**src/rtl/xq_slicer_pack.sv**
```systemverilog
// xq_slicer_pack: slices Q8.8 symbol estimates to the nearest 16-QAM PAM
// level, Gray-labels them and packs NSYM labels plus the summed absolute
// slicing error into one registered valid/ready output word.
module xq_slicer_pack #(
    parameter int          NSYM = 4,
    parameter logic [15:0] LVL  = 16'h0100,
    parameter int          ERRW = 18
) (
    input  logic                clk,
    input  logic                rstn,
    input  logic                clr,
    input  logic                xq_valid,
    input  logic [15:0]         xq_in,
    output logic                xq_ready,
    output logic                out_valid,
    input  logic                out_ready,
    output logic [2*NSYM-1:0]   sym_out,
    output logic [ERRW-1:0]     err_out
);

    localparam int              CW   = $clog2(NSYM);
    localparam logic [CW-1:0]   LAST = CW'(NSYM - 1);
    localparam logic signed [17:0] L1 = signed'({2'b00, LVL});
    localparam logic signed [17:0] L2 = L1 + L1;
    localparam logic signed [17:0] L3 = L2 + L1;

    logic [CW-1:0]          r_cnt;
    logic [2*NSYM-1:0]      r_lab;
    logic [ERRW-1:0]        r_sum;
    logic                   r_out_valid;
    logic [2*NSYM-1:0]      r_sym_out;
    logic [ERRW-1:0]        r_err_out;

    logic signed [17:0]     w_x;
    logic signed [17:0]     w_level;
    logic signed [17:0]     w_e;
    logic [17:0]            w_abs;
    logic [15:0]            w_err16;
    logic [ERRW-1:0]        w_err;
    logic [1:0]             w_code;
    logic                   w_last;
    logic                   w_accept;
    logic [2*NSYM-1:0]      w_lab_ins;
    logic [ERRW-1:0]        w_sum_ins;

    assign w_x      = signed'({{2{xq_in[15]}}, xq_in});
    assign w_last   = (r_cnt == LAST);
    // A stall is only needed when finishing a group would overwrite an
    // output word the consumer has not taken yet.
    assign xq_ready = rstn & ~clr & ~(w_last & r_out_valid & ~out_ready);
    assign w_accept = xq_valid & xq_ready;

    // Slice against -2L / 0 / +2L and form the saturated absolute error.
    always_comb begin
        w_code  = 2'b11;
        w_level = L1;
        if (w_x < -L2) begin
            w_code  = 2'b00;
            w_level = -L3;
        end else if (w_x < 18'sd0) begin
            w_code  = 2'b01;
            w_level = -L1;
        end else if (w_x < L2) begin
            w_code  = 2'b11;
            w_level = L1;
        end else begin
            w_code  = 2'b10;
            w_level = L3;
        end
        w_e     = w_x - w_level;
        w_abs   = w_e[17] ? 18'(~w_e + 18'sd1) : 18'(w_e);
        w_err16 = (w_abs[17:16] != 2'b00) ? 16'hFFFF : w_abs[15:0];
        w_err   = ERRW'(w_err16);
    end

    // Pack contents with the current symbol folded in at slot r_cnt.
    always_comb begin
        w_lab_ins = r_lab;
        w_lab_ins[2*int'(r_cnt) +: 2] = w_code;
        w_sum_ins = r_sum + w_err;
    end

    // Pack register: accumulates labels and error, clears on abort or completion.
    always_ff @(posedge clk) begin
        if (!rstn) begin
            r_cnt <= '0;
            r_lab <= '0;
            r_sum <= '0;
        end else if (clr) begin
            r_cnt <= '0;
            r_lab <= '0;
            r_sum <= '0;
        end else if (w_accept) begin
            if (w_last) begin
                r_cnt <= '0;
                r_lab <= '0;
                r_sum <= '0;
            end else begin
                r_cnt <= r_cnt + CW'(1);
                r_lab <= w_lab_ins;
                r_sum <= w_sum_ins;
            end
        end
    end

    // Output register: loads a completed group, otherwise holds until drained.
    always_ff @(posedge clk) begin
        if (!rstn) begin
            r_out_valid <= 1'b0;
            r_sym_out   <= '0;
            r_err_out   <= '0;
        end else if (w_accept && w_last) begin
            r_out_valid <= 1'b1;
            r_sym_out   <= w_lab_ins;
            r_err_out   <= w_sum_ins;
        end else if (r_out_valid && out_ready) begin
            r_out_valid <= 1'b0;
        end
    end

    assign out_valid = r_out_valid;
    assign sym_out   = r_sym_out;
    assign err_out   = r_err_out;

endmodule

```
**config.mk**
```make
export PLATFORM = sky130hd
export DESIGN_NAME = xq_slicer_pack
export DESIGN_NICKNAME = d
export VERILOG_FILES = /design/src/rtl/xq_slicer_pack.sv
export SDC_FILE = /design/constraint.sdc
export NUM_CORES = 1
export LEC_CHECK = 0
export BUFFER_PORTS_ARGS = -buffer_cell sky130_fd_sc_hd__buf_2
export CAP_MARGIN = 20
export CORE_MARGIN = 4
export CORE_UTILIZATION = 35
export DETAILED_ROUTE_END_ITERATION = 12
export PLACE_DENSITY_LB_ADDON = 0.15
export SLEW_MARGIN = 40
export SYNTH_ARGS = -nofsm -noshare
export SYNTH_HDL_FRONTEND = slang
export SYNTH_SLANG_ARGS = --single-unit
```
**constraint.sdc**
```tcl
create_clock -name clk -period 13.3 [get_ports clk]
set_input_delay 1.995 -clock clk [delete_from_list [all_inputs] [get_ports clk]]
set_output_delay 1.995 -clock clk [all_outputs]
set_load 0.02 [all_outputs]
```
==> impl_metrics.ini, run 1 <==
[worst_setup_path]
arrival_ps = 7260
worstSetupPathType = in2reg
cp-start-kind = primary input
end_kind = flip-flop
required_ps = 13510
ff2ff_setup_slack_ps = 10530
ff2ff_path_depth = 7
r2r_start = r_cnt[0]
r2r_end = r_sum[17]
worst-path-max-fanout = 16

[pwr]
p_leak_nw = 1.897
p_comb_share_pct = 41.2
max-vdd-ir-drop_v = 0.00004216
seqPwrFrac_pct = 38.4
power.internal_mw = 0.2791
p_per_area_mw_per_mm2 = 104.0
power.total_mw = 0.4502
pwr-share-clk_pct = 20.4
p_sw_mw = 0.1712
swShare_pct = 38.01

[timing]
setup_slack_ps = 6250
min_period_over_period_pct = 53.01
setup_viol = 0
hold_ws_ps = 465.3
fmax_mhz = 141.8
fin_tns_setup_ps = 0
relSlewSlack_pct = 48.55
period_needed_ps = 7050
tightestPinTransition_ps = 768.9
clock_skew_ps = 7.309
slew_viol_final = 0
rsz0062_at_grt = no
finalHoldViolCount = 0

[cts]
cts_inserted_buffers = 5
cts_root_buf = clkbuf_8
ctsHoldBuffers = 0
clk_pin_slew_worst_paths_ps = 90
cts_max_path_buffers = 2
cts_tree = built
cts_max_level = 2
clock-sinks = 55
post_cts_resized = 0
postCtsSetupRepairBufs = 0
insertion_delay_ps = 310

[worst_hold_path]
min_path_cells = 2
hold_path_end = err_out[5]
hold_path.class = reg2reg
min_from = err_out[5]

[detailed_routing]
remaining_drc_errors = 0
wl_per_cell_um = 14.65
firstDrtPassIters = 4
postRouteWirelength_um = 9918
ant_nets = 0
drt_iter0_drc = 159
vias = 3594
vias_per_cell = 5.309

[logic_synthesis]
synthDistinctLibCells = 59
ys_seq_elements = 55
synth_common_cells = 74 x nand2_1, 55 x dfxtp_1, 37 x o21ai_0, 36 x ha_1, 36 x nor2_1
synthFlopType = dfxtp_1
synth_nets = 557
synthesis.area_mm2 = 0.003894
yosysSeqAreaShare_pct = 28.28
yosys.area.top_type = dfxtp_1
syn_area_per_cell_um2 = 7.819
synth.area.top_cells = dfxtp_1 28%, ha_1 12%, nand2_1 7.1%
synthCells = 498
yosysTopAreaCellShare_pct = 28.28
synthArstFlopShare_pct = 0
synth_edf_count = 0
synth.most_common_cell = nand2_1
yosysWarnings = 0

[global_route]
first_global_vias = 3401
grt_usage_pct = 15.90
grt_max_degree = 33
grt_pass1_wl_um = 16900
antenna_found_initial = 0
overflow = 0

[floorplanning]
initial_utilization_pct = 35.92
rows = 38
die-width_um = 113.5
fp.dieH_um = 113.5
coreArea_mm2 = 0.01084
io_pins = 49
die_area_mm2 = 0.01288

[cells_and_area]
utilization_pct = 39.94
instances_no_fill = 677
antenna_cells = 0
nNetsFinal = 595
syn2layout_area_growth_pct = 11.18
fillers = 1171
drive_above_1_share_pct = 12.66
multiInputGateArea_mm2 = 0.002641
seqCellArea_mm2 = 0.001101
final_area_mm2 = 0.004329

[placement]
dpl.hpwl_um = 7619
dp_slack_ps = 5899
numPlacedInstances = 669
place.gp.congestion = 0.8321
placed_area_mm2 = 0.004243
portBuffers = 48

[run_status]
status = finished, final reports clean

[flow_run]
cap_violations = 0
[worst max-delay path by stage]
stage | slack [ps] | from | depth (start not counted) | endpoint
CTS | 6230 | xq_in[15] | 24 | err_out[8]
floorplan | 6760 | xq_in[14] | 22 | r_sum[17]
finish | 6250 | xq_in[15] | 24 | err_out[8]
detailed placement | 5900 | xq_in[15] | 24 | err_out[8]
global route | 5790 | xq_in[15] | 24 | err_out[8]
global placement | 5920 | xq_in[14] | 24 | err_out[8]
[kinds of logic after synthesis]
group | share of synthesized area (%)
mux | 0.6426
simple gates | 22.27
flops | 28.28
fa+ha+maj | 12.60
buf+inv | 4.145
compound gates | 24.65
xor+xnor | 7.423
[state kept, by name (all words and copies together), names as in the netlist]
signal and cells:
r_sum 18, r_cnt 2, err_out 18, sym_out 8
out_valid 1, r_lab 8
[critical path, cell delays in order]
cell,delay [ps]
buf_2,110
ha_1,140
nand2_1,40
or3_1,420
ha_1,310
o21bai_1,160
inv_1,100
fa_1,400
nor2b_1,200
o2111ai_1,170
nand3_1,140
xor2_1,350
a31oi_1,170
mux2_4,320
nand2_1,120
ha_1,230
fa_1,430
a21oi_1,190
o21ai_0,140
a2111oi_0,440
nor3_1,130
xnor2_1,270
o21ai_0,110
and2_1,170
[per-layer routing]
| layer | wire length (µm) | vias up | part of all wire (%) | global-route usage, % |
|---|---|---|---|---|
| met2 | 4260 | 67 | 43 | 25.21 |
| met4 | 122 | 0 | 1.2 | 4.327 |
| met3 | 397 | 8 | 4.0 | 2.016 |
| li1 | - | 1837 | - | - |
| met1 | 5138 | 1682 | 52 | 22.76 |
| met5 | 0 | - | 0 | 0 |
[area by class of cell]
cell class / instances / share of cell area (%)
multi-input combinational: 403 / 61.01
sequential: 55 / 25.43
timing repair buffer: 49 / 5.723
tap: 140 / 4.046
inverter: 22 / 1.908
clock buffer: 7 / 1.763
clock inverter: 1 / 0.1156
[power groups by stage]
stage / sequential, mW / combinational, mW / clock, mW
6_report: 0.173 / 0.186 / 0.0917
2_1_floorplan: 0.175 / 0.145 / 0
5_1_grt: 0.174 / 0.212 / 0.103
4_1_cts: 0.173 / 0.186 / 0.0968
3_5_place_dp: 0.177 / 0.186 / 0
3_3_place_gp: 0.177 / 0.185 / 0
[placed cells by master, fill, tap and decap left out, drive strengths merged, types with 2 or more instances in the layout]
master	count
nor3b	5
o21ai	38
nand2b	6
a31oi	9
o211a	5
and2	5
dfxtp	55
xnor2	17
nor3	15
nor2	36
and3	2
xor2	16
o211ai	4
a41oi	2
nor2b	7
a21oi	35
inv	22
clkbuf	7
fa	2
nand2	74
a211oi	2
nand4	4
nor4	3
a22oi	7
a221oi	2
a21o	11
o31ai	4
or3	4
and4	2
a21boi	8
buf	49
o21a	6
nand3	19
ha	36
Note: power is estimated with default switching activity, not from simulation.
==> inputs of run 2 (changes only) <==
==> constraint.sdc (replaced) <==
create_clock -name clk -period 7.17 [get_ports clk]
set_input_delay 1.0755 -clock clk [delete_from_list [all_inputs] [get_ports clk]]
set_output_delay 1.0755 -clock clk [all_outputs]
set_load 0.02 [all_outputs]
==> run 2 against run 1 <==
Compared with the run above: cell count did not move; hold slack barely moved; global-route usage rose by 0.12 points; non-clock buffer count did not move; flip-flop and latch count did not move; combinational power rose by 86%; sequential share of layout area fell by 0.15 points; via count fell by 1.2%.
==> impl_metrics.ini, run 2 (synthesis gave the netlist of run 1 again) <==
[timing]
relSlewSlack_pct = 61.96
slew_viol_final = 0
fmax_mhz = 162.2
fin_tns_setup_ps = 0
setup_viol = 0
hold_ws_ps = 465.0
finalHoldViolCount = 0
min_period_over_period_pct = 86.01
period_needed_ps = 6167
setup_slack_ps = 1003
tightestPinTransition_ps = 570.0
rsz0062_at_grt = no
clock_skew_ps = 8.679

[run_status]
status = finished, final reports clean

[detailed_routing]
ant_nets = 0
drt_iter0_drc = 205
remaining_drc_errors = 0
vias = 3552
firstDrtPassIters = 4
postRouteWirelength_um = 9974
wl_per_cell_um = 14.73
vias_per_cell = 5.247

[pwr]
max-vdd-ir-drop_v = 0.00008560
p_comb_share_pct = 40.2
power.total_mw = 0.8609
power.internal_mw = 0.5369
p_sw_mw = 0.3240
swShare_pct = 37.63
seqPwrFrac_pct = 37.3
pwr-share-clk_pct = 22.5
p_per_area_mw_per_mm2 = 197.7
p_leak_nw = 1.905

[cts]
ctsHoldBuffers = 0
cts_tree = built
post_cts_resized = 0
cts_max_level = 2
insertion_delay_ps = 320
cts_root_buf = clkbuf_8
clk_pin_slew_worst_paths_ps = 100
postCtsSetupRepairBufs = 0
cts_max_path_buffers = 2
cts_inserted_buffers = 5
clock-sinks = 55

[worst_setup_path]
end_kind = flip-flop
max_stage_delay_ps = 430
required_ps = 7390
worstSetupPathType = in2reg
cp-start-kind = primary input
worst-path-max-fanout = 16
path_cells = buf_2, ha_1, nand2_1, or3_1, ha_1, o21bai_1, inv_1, fa_1, nor2b_1, o2111ai_1, nand3_1, xor2_1, a31oi_1, mux2_4, nand2_1, ha_1, fa_1, a21oi_1, o21ai_0, a2111oi_0, nor3_1, xnor2_1, o21ai_0, and2_1
crit_family = adder cells
crit_top_cell = ha_1
arrival_ps = 6390
critPathBufInv = 2
crit_slowest_cell = fa_1

[cells_and_area]
antenna_cells = 0
syn2layout_area_growth_pct = 11.83
nNetsFinal = 595
drive_above_1_share_pct = 13.22
final_common_cell = nand2_1
mostFrequentLayoutCells = 72 x nand2_1, 55 x dfxtp_1, 48 x buf_2

[global_route]
antenna_found_initial = 0
first_global_vias = 3381
grt_max_degree = 33
grt_usage_pct = 16.03
overflow = 0
grt_pass1_wl_um = 16990

[worst_hold_path]
hold_path.class = reg2reg

[floorplanning]
initial_utilization_pct = 35.92
io_pins = 49
die-width_um = 113.5
fp.dieH_um = 113.5
die_area_mm2 = 0.01288
rows = 38
coreArea_mm2 = 0.01084

[placement]
dp_slack_ps = 639.9
portBuffers = 48
dpl.hpwl_um = 7626
place.gp.congestion = 0.8323

[flow_run]
cap_violations = 0
run 2: cell types whose count changed in the layout (fill, tap and decap cells not counted):
cell / delta
clkbuf_8: +2
clkbuf_1: -2
clkinvlp_4: +1
nor2_2: +1
clkinv_2: -1
nor2_1: -1
run 2: worst paths after layout:
kind | from | cells after the start | slack (ps) | end
worst min-delay path | r_lab[4] | 2 | 460 | r_lab[4]
worst max register to register | r_cnt[0] | 9 | 4390 | err_out[17]
worst min register to register | r_lab[4] | 2 | 460 | r_lab[4]
worst max-delay path | xq_in[15] | 24 | 1000 | err_out[8]
run 2: layout make-up:
type	count	area, µm²
fill	1133	6486
clock inverter	1	7.507
sequential	55	1101
timing repair buffer	49	247.7
clock buffer	7	96.34
tap	140	175.2
inverter	22	82.58
multi-input combinational	403	2644
run 2: through the flow:
step                      instance area, µm²  utilization, %  instances
final                                   4354           40.17        677
after detailed placement                4243           39.14        669
after global routing                    4354           40.17        677
after global placement                  4238           39.09        669
after CTS                               4347           40.10        677
after floorplan                         3894               -        498
run 2: routing by layer:
| layer | track usage, % | up-vias | wire length (µm) |
|---|---|---|---|
| li1 | - | 1842 | - |
| met1 | 22.83 | 1631 | 5130 |
| met4 | 4.087 | 0 | 123 |
| met5 | 0 | - | 0 |
| met3 | 2.175 | 8 | 341 |
| met2 | 25.56 | 71 | 4379 |
run 2: power groups by stage:
stage | Sequential, mW | Combinational [mW] | Clock (mW)
2_1_floorplan | 0.325 | 0.268 | 0
6_report | 0.321 | 0.346 | 0.194
4_1_cts | 0.321 | 0.347 | 0.202
5_1_grt | 0.322 | 0.393 | 0.213
3_5_place_dp | 0.328 | 0.345 | 0
3_3_place_gp | 0.328 | 0.342 | 0
run 2: worst register-to-register path, delay by kind of cell, from the launching register on:
family | cells | cell delay (ps)
and+or+nand+nor | 3 | 710
AOI/OAI and AO/OA | 3 | 520
DFF | 1 | 470
adders and majority gates | 1 | 490
buffers and inverters | 2 | 490
